### src/rtl/fwd_sel_ctrl_pkg.sv
// Shared definitions for the EX operand-forwarding and load-use stall control.
package fwd_sel_ctrl_pkg;

  localparam int REG_AW_DEF = 5;

  // Operand mux select codes (code 2'b11 is reserved and never driven)
  localparam logic [1:0] FWD_RF  = 2'b00;
  localparam logic [1:0] FWD_WB  = 2'b01;
  localparam logic [1:0] FWD_MEM = 2'b10;

  // Shadow pipeline stage information
  typedef struct packed {
    logic                  valid;
    logic [REG_AW_DEF-1:0] rd;
    logic                  regwrite;
    logic                  memread;
  } stage_t;

  localparam stage_t STAGE_BUBBLE = '{valid: 1'b0, rd: {REG_AW_DEF{1'b0}},
                                      regwrite: 1'b0, memread: 1'b0};

  // True when a used, non-zero source register is produced by the given stage
  function automatic logic src_hits(input logic use_src,
                                    input logic [REG_AW_DEF-1:0] src,
                                    input stage_t stg);
    return use_src && stg.valid && stg.regwrite &&
           (stg.rd != {REG_AW_DEF{1'b0}}) && (src == stg.rd);
  endfunction

endpackage

### src/rtl/fwd_sel_ctrl_src_cmp.sv
// Per-operand source comparator: picks the youngest in-flight producer.
module fwd_src_cmp
  import fwd_sel_ctrl_pkg::*;
(
  input  logic                  i_use,
  input  logic [REG_AW_DEF-1:0] i_src,
  input  stage_t                i_ex,
  input  stage_t                i_mem,
  output logic [1:0]            o_sel
);

  // memread is irrelevant to forwarding; folded here so it is consumed
  logic w_unused_bits;
  assign w_unused_bits = &{1'b0, i_ex.memread, i_mem.memread};

  // Priority select: EX producer (MEM next cycle) beats MEM producer (WB next cycle)
  always_comb begin
    o_sel = FWD_RF;
    if (src_hits(i_use, i_src, i_ex)) begin
      o_sel = FWD_MEM;
    end else if (src_hits(i_use, i_src, i_mem)) begin
      o_sel = FWD_WB;
    end else begin
      o_sel = FWD_RF;
    end
  end

endmodule

### src/rtl/fwd_sel_ctrl.sv
// Forwarding select and load-use stall generator sitting beside the ID/EX register.
// Tracks EX/MEM/WB destination info in a shadow pipeline; sel outputs are
// registered so they line up with the instruction's EX cycle.
module fwd_sel_ctrl
  import fwd_sel_ctrl_pkg::*;
#(
  parameter int REG_AW = REG_AW_DEF,
  parameter int CNT_W  = 32
) (
  input  logic              clk,
  input  logic              rstn,
  input  logic              hold,
  input  logic              flush,
  input  logic              id_valid,
  input  logic [REG_AW-1:0] id_rs,
  input  logic [REG_AW-1:0] id_rt,
  input  logic              id_use_rs,
  input  logic              id_use_rt,
  input  logic [REG_AW-1:0] id_rd,
  input  logic              id_regwrite,
  input  logic              id_memread,
  output logic [1:0]        fwd_a_sel,
  output logic [1:0]        fwd_b_sel,
  output logic              stall,
  output logic [CNT_W-1:0]  stall_cnt
);

  stage_t           r_ex;
  stage_t           r_mem;
  stage_t           r_wb;
  logic [1:0]       r_fwd_a_sel;
  logic [1:0]       r_fwd_b_sel;
  logic [CNT_W-1:0] r_stall_cnt;

  logic             w_stall;
  logic             w_bubble;
  logic [1:0]       w_sel_a;
  logic [1:0]       w_sel_b;
  stage_t           w_id_entry;

  // WB info and MEM memread are tracked for completeness but not compared
  logic w_unused_bits;
  assign w_unused_bits = &{1'b0, r_wb, r_mem.memread};

  fwd_src_cmp u_cmp_rs (
    .i_use (id_use_rs),
    .i_src (id_rs),
    .i_ex  (r_ex),
    .i_mem (r_mem),
    .o_sel (w_sel_a)
  );

  fwd_src_cmp u_cmp_rt (
    .i_use (id_use_rt),
    .i_src (id_rt),
    .i_ex  (r_ex),
    .i_mem (r_mem),
    .o_sel (w_sel_b)
  );

  // Load-use detection and selection of the entry that moves into EX
  always_comb begin
    w_stall    = 1'b0;
    w_bubble   = 1'b1;
    w_id_entry = STAGE_BUBBLE;
    if (flush) begin
      w_stall = 1'b0;
    end else begin
      w_stall = id_valid && r_ex.memread &&
                (src_hits(id_use_rs, id_rs, r_ex) || src_hits(id_use_rt, id_rt, r_ex));
    end
    w_bubble = flush || w_stall || !id_valid;
    if (w_bubble) begin
      w_id_entry = STAGE_BUBBLE;
    end else begin
      w_id_entry = '{valid: 1'b1, rd: id_rd, regwrite: id_regwrite, memread: id_memread};
    end
  end

  // Shadow pipeline advance, registered selects and saturating stall counter
  always_ff @(posedge clk or negedge rstn) begin
    if (!rstn) begin
      r_ex        <= STAGE_BUBBLE;
      r_mem       <= STAGE_BUBBLE;
      r_wb        <= STAGE_BUBBLE;
      r_fwd_a_sel <= FWD_RF;
      r_fwd_b_sel <= FWD_RF;
      r_stall_cnt <= {CNT_W{1'b0}};
    end else if (!hold) begin
      r_wb  <= r_mem;
      r_mem <= r_ex;
      r_ex  <= w_id_entry;
      if (w_bubble) begin
        r_fwd_a_sel <= FWD_RF;
        r_fwd_b_sel <= FWD_RF;
      end else begin
        r_fwd_a_sel <= w_sel_a;
        r_fwd_b_sel <= w_sel_b;
      end
      if (w_stall && (r_stall_cnt != {CNT_W{1'b1}})) begin
        r_stall_cnt <= r_stall_cnt + {{(CNT_W-1){1'b0}}, 1'b1};
      end
    end
  end

  assign fwd_a_sel = r_fwd_a_sel;
  assign fwd_b_sel = r_fwd_b_sel;
  assign stall     = w_stall;
  assign stall_cnt = r_stall_cnt;

endmodule

### config.mk
export PLATFORM = sky130hd
export DESIGN_NAME = fwd_sel_ctrl
export DESIGN_NICKNAME = d
export VERILOG_FILES = /design/src/rtl/fwd_sel_ctrl_pkg.sv /design/src/rtl/fwd_sel_ctrl_src_cmp.sv /design/src/rtl/fwd_sel_ctrl.sv
export SDC_FILE = /design/constraint.sdc
export NUM_CORES = 1
export LEC_CHECK = 0
export ABC_AREA = 1
export CORE_ASPECT_RATIO = 1.1
export CORE_MARGIN = 10
export CORE_UTILIZATION = 45
export CTS_CLUSTER_DIAMETER = 30
export DETAILED_ROUTE_END_ITERATION = 12
export DONT_BUFFER_PORTS = 1
export PLACE_DENSITY = 0.66
export SLEW_MARGIN = 10
export SYNTH_ARGS = -nofsm -noshare
export SYNTH_HDL_FRONTEND = slang
export SYNTH_SLANG_ARGS = --single-unit
export TNS_END_PERCENT = 100
### constraint.sdc
create_clock -name clk -period 2 [get_ports clk]
set_input_delay 0.1 -clock clk [delete_from_list [all_inputs] [get_ports clk]]
set_output_delay 0.1 -clock clk [all_outputs]
set_load 0.02 [all_outputs]
# [Yosys cells after proc, flatten, opt, wreduce, memory -nomap -nowiden]
# Cells that the tools add are included.
# W data, S select, Z words.
[op_classes] reduce_logical=26 addsub=1 bitwise_logic=1 n_mux=8 eq_ne=5
[ops] operator="$add A32 B1 Y32 const B" count=1
[ops] operator="$ne A32 B32 Y1 const B" count=1
[ops] operator="$eq A5 B5 Y1" count=4
[ops] operator="$logic_and A1 B1 Y1" count=19
[ops] operator="$reduce_bool A5 Y1" count=2
[ops] operator="$mux W2" count=4
[ops] operator="$mux W8" count=1
[ops] operator="$logic_or A1 B1 Y1" count=3
[ops] operator="$mux W1" count=3
[ops] operator="$reduce_and A2 Y1" count=1
[ops] operator="$logic_not A1 Y1" count=1
[ops] operator="$not A1 Y1" count=1
[totals] regBits=51 elab_cells=51 in_bits=24 out_inout_bits=37

# [Longest topological paths before layout]
[depth] word_depth=10 mapped_depth=12 mapped_depth_nobuf=11

# [Hierarchy]
# Synthesis repeated with hierarchy kept, for this count alone.
[unflattened] hier_cells=579 hier_area_um2=3817.4
[modules_own_cells] mod="fwd_sel_ctrl" area_each_um2=3354.5 n_inst=1 cells_each=471
[modules_own_cells] mod="fwd_src_cmp" area_each_um2=231.5 n_inst=2 cells_each=54

# [Worst setup path before layout]
# Ideal clock, no wire load.
[synth_timing] kind="register -> register" start="register r_stall_cnt[1], in the netlist stall_cnt[1]" end="register r_stall_cnt[12], in the netlist stall_cnt[12]" slack_ns=0.265 setup_ns=0.121 path_stages_with_launch=10 arrival_time_ns=1.614 path_buffers=1 synth_period_minus_slack_ns=1.735 cell_sequence="dfrtp_1 > ha_1 > nand3_2 > inv_2 > nand4_1 > nor3_2 > nor2_4 > buf_4 > nand3_1 > nand2_1"
[synth_via] elab_chain_cells=3 word_cells_on_any_way=4
[synth_lines] item="start: declaration" line="fwd_sel_ctrl.sv:33" source="logic [CNT_W-1:0] r_stall_cnt;"
[synth_lines] item="start signal: assignment" line="fwd_sel_ctrl.sv:88" source="r_stall_cnt <= {CNT_W{1'b0}};"
[synth_lines] item="start signal: assignment" line="fwd_sel_ctrl.sv:101" source="r_stall_cnt <= r_stall_cnt + {{(CNT_W-1){1'b0}}, 1'b1};"
[synth_lines] item="branches (longest 3 deep; another with $add A32 B1 Y32)"
# Several ways; the timed one is not identified.
# A chain may end at the register's enable or synchronous reset.

# [Worst setup path after layout]
[layout_timing] start="register r_stall_cnt[1], in the netlist stall_cnt[1]" end="register r_stall_cnt[15], in the netlist stall_cnt[15]"
# The elaborated chain is that of the path after synthesis.

==> Flow_metrics.wiki <==
{| class="wikitable"
! Metric !! Value
|-
| Final WS setup || 0.1553 ns
|-
| IO Pins || 61
|-
| Average vias per placed instance || 5.065
|-
| Clock-pin slew reported for the worst setup and hold paths after clock tree synthesis || 0.10 ns
|-
| Syn. warnings || 0
|-
| Clk root buf || clkbuf_8
|-
| FMAX || 542.1 MHz
|-
| Number of sinks driven by the clock tree || 51
|-
| CTS tree || built
|-
| RSZ-0062 raised after global routing || no
|-
| Max Cap Violations || 0
|-
| Setup total negative slack || 0 ns
|-
| Data arrival time of the critical path || 2.05 ns
|-
| Initial cell density of the core || 46.56%
|-
| Total vias in the final route || 2,953
|-
| Startpoint types || flip-flop
|-
| Number of global-route vias before repair || 3,004
|-
| R2r worst-path depth || 9
|-
| Sequential share of the synthesized area || 38.90%
|-
| Core Rows || 32
|-
| Critical path class || flip-flop to flip-flop
|-
| Relative slew slack || 57.16%
|-
| Worst setup skew after layout || about 0.01 ns
|-
| Total core area || 0.007047 sq mm
|-
| CTS buffer count || 5
|-
| First-pass GRT wire length || 14,560 microns
|-
| Instance count along the most critical hold path || 4
|-
| Iteration-0 DRC Markers || 151
|-
| Area grow syn2layout || 17.81%
|-
| Outcome || completed
|-
| R2r startpoint || stall_cnt[1]
|-
| R2r setup slk || 0.16 ns
|-
| Most frequent cells in the layout || nand2_1 (111), inv_1 (77), nand3_1 (52)
|-
| Number of cells after detailed placement || 562
|-
| Capture point of the worst reg-to-reg path || stall_cnt[15]
|-
| Net count reported at finish || between 500 and 600
|-
| Lkg Pwr || 2.179 nW
|-
| DIE AREA || ~0.011 sq mm
|-
| Routed Antenna Nets || 0
|-
| Worst VDD drop || 0.4187 mV
|-
| Type of element capturing the critical path || flip-flop
|-
| Total routed wirelength || roughly 8700 microns
|-
| Count of distinct cell types in the synthesized netlist || 27
|-
| Total inserted antenna cells || 0
|-
| Post-Syn Instances || 456
|-
| Number of antenna violations at the first check in global routing || 0
|-
| Number of hold violations in the final report || 0
|-
| Post-synth design cell area || 0.003281 sq mm
|-
| Synth Register Bits || 51
|-
| Summed area of non-filler cells in the final layout || 0.003865 sq mm
|-
| Hold Crit Class || input port to flip-flop
|-
| Pre-antenna DRT Iters || 5
|-
| Min-delay src || hold
|-
| Final Cycle Share || roughly 92%
|-
| DRC || 0
|-
| Max Fanout on Critical Path || 15
|-
| Insertion delay to the later sink of the worst-skew pair || 0.31 ns
|-
| Worst slack after detailed placement || -0.04600 ns
|-
| Htree depth || 2
|-
| Final setup viols || 0
|-
| Remaining global-route overflow || 0
|-
| Power per cell area || roughly 520 mW/mm^2
|-
| Max-slew violations || 0
|-
| Min Clock Period, post-route || ~1.8 ns
|-
| Horizontal die dimension || 101.4 microns
|-
| Placer's final routability congestion estimate || 0.8568
|-
| Req. time, crit path || 2.20 ns
|-
| Share of cells above drive strength 1 || approximately 14%
|-
| All-layer global routing usage || 15.99%
|-
| Mean post-synth cell area || 7.194 sq um
|-
| Hold Path Sink || stall_cnt[30]
|-
| Y dimension of the die || 109.6 microns
|-
| Most frequent standard cell in the layout excluding fill and tap cells || nand2_1
|-
| Maximum number of pins on one net before global-route repair || 52
|-
| HPWL after DPL || about 6300 microns
|-
| Standard cell area after detailed placement || 0.003567 sq mm
|-
| Port Buffer Count || 0
|-
| Post-Syn Nets || 481
|-
| Worst-case clock buffer depth || 2
|-
| Final instance count without filler cells || 583
|-
| Tightest Pin Transition || 0.6402 ns
|-
| Post-detailed-route wirelength per cell || 14.96 microns
|}
[per-layer routing]
| metal | share of wire [%] | GRT usage [%] | up-vias |
|---|---|---|---|
| met5 | 0 | 0 | - |
| met4 | 0.75 | 3.486 | 0 |
| met3 | 8.4 | 5.336 | 6 |
| met2 | 48 | 26.59 | 69 |
| met1 | 43 | 19.66 | 1365 |
| li1 | - | - | 1513 |
[sequential cells by signal, summed over array words and instances (netlist names)]
name       cells
r_ex           8
fwd_b_sel      2
fwd_a_sel      2
r_mem          7
stall_cnt     32
[stage by stage]
| step | hold WS, ns | power [mW] | utilization (%) |
|---|---|---|---|
| finish | 0.07594 | 2.007 | 54.85 |
| global route | 0.07894 | 2.094 | 54.85 |
| CTS | 0.07169 | 2.030 | 54.19 |
| detailed placement | -0.1937 | 1.231 | 50.62 |
| global placement | -0.1936 | 1.227 | 50.62 |
| floorplan | -0.1956 | 1.212 | - |
[power by group]
| group | switching (mW) | internal [mW] |
|---|---|---|
| clock | 0.369 | 0.373 |
| combinational | 0.115 | 0.0777 |
| sequential | 0.0219 | 1.05 |
| total | 0.506 | 1.50 |
[timing repair]
item / 4_1_cts / 5_1_grt
gates cloned: 1 / 0
hold endpoints to repair: 83 / 0
hold buffers: 10 / 0
endpoints found under the setup margin: 32 / 30
resized for setup: 1 / 2
pin swaps: 0 / 2
setup buffers: 0 / 2
[cell families after synthesis]
group / Yosys count / synth area share, %
DFF: 51 / 38.90
buffers and inverters: 93 / 11.33
and+or+nand+nor: 237 / 32.91
AOI/OAI and AO/OA: 50 / 10.07
adders and majority gates: 1 / 0.3813
xor gates and xnor gates: 24 / 6.407
[layout make-up]
class,instances,area [sq um]
inverter,81,304.0
clock inverter,3,43.79
multi-input combinational,313,1647
clock buffer,5,68.82
tap,85,106.4
timing repair buffer,45,419.2
fill,697,3182
sequential,51,1276
[worst max path at each step]
stage / slack, ns / end / startpoint
CTS: 0.10 / stall_cnt[23] / r_ex[4]
finish: 0.16 / stall_cnt[15] / stall_cnt[1]
detailed placement: -0.05 / stall_cnt[23] / r_ex[4]
floorplan: 0.26 / stall_cnt[12] / stall_cnt[1]
global placement: 0.03 / stall_cnt[1] / r_ex[6]
global route: 0.03 / stall_cnt[12] / stall_cnt[0]
[worst max-delay path, cell delays in order, from the launching register on]
cell     delay [ns]
dfrtp_1        0.36
ha_1           0.21
nand3_2        0.12
inv_2          0.11
nand4_1        0.20
nor3_2         0.37
nor2_4         0.07
buf_12         0.16
nand3_1        0.06
nand2_1        0.05
[synthesized netlist by cell type, drive strengths merged]
cell type / number / area, sq um
nand3: 56 / 300.3
nand4: 5 / 37.53
nand2: 116 / 445.4
o21bai: 32 / 240.2
clkbuf: 4 / 15.01
dfrtp: 51 / 1276
xnor2: 13 / 113.9
inv: 81 / 304.0
and3: 1 / 6.260
buf: 8 / 52.54
nor2: 44 / 197.7
xor2: 11 / 96.34
o21ai: 17 / 85.08
nor4: 2 / 12.51
a21oi: 1 / 5.000
nor3: 13 / 80.08
ha: 1 / 12.51
Note: power is estimated with default switching activity, not from simulation.
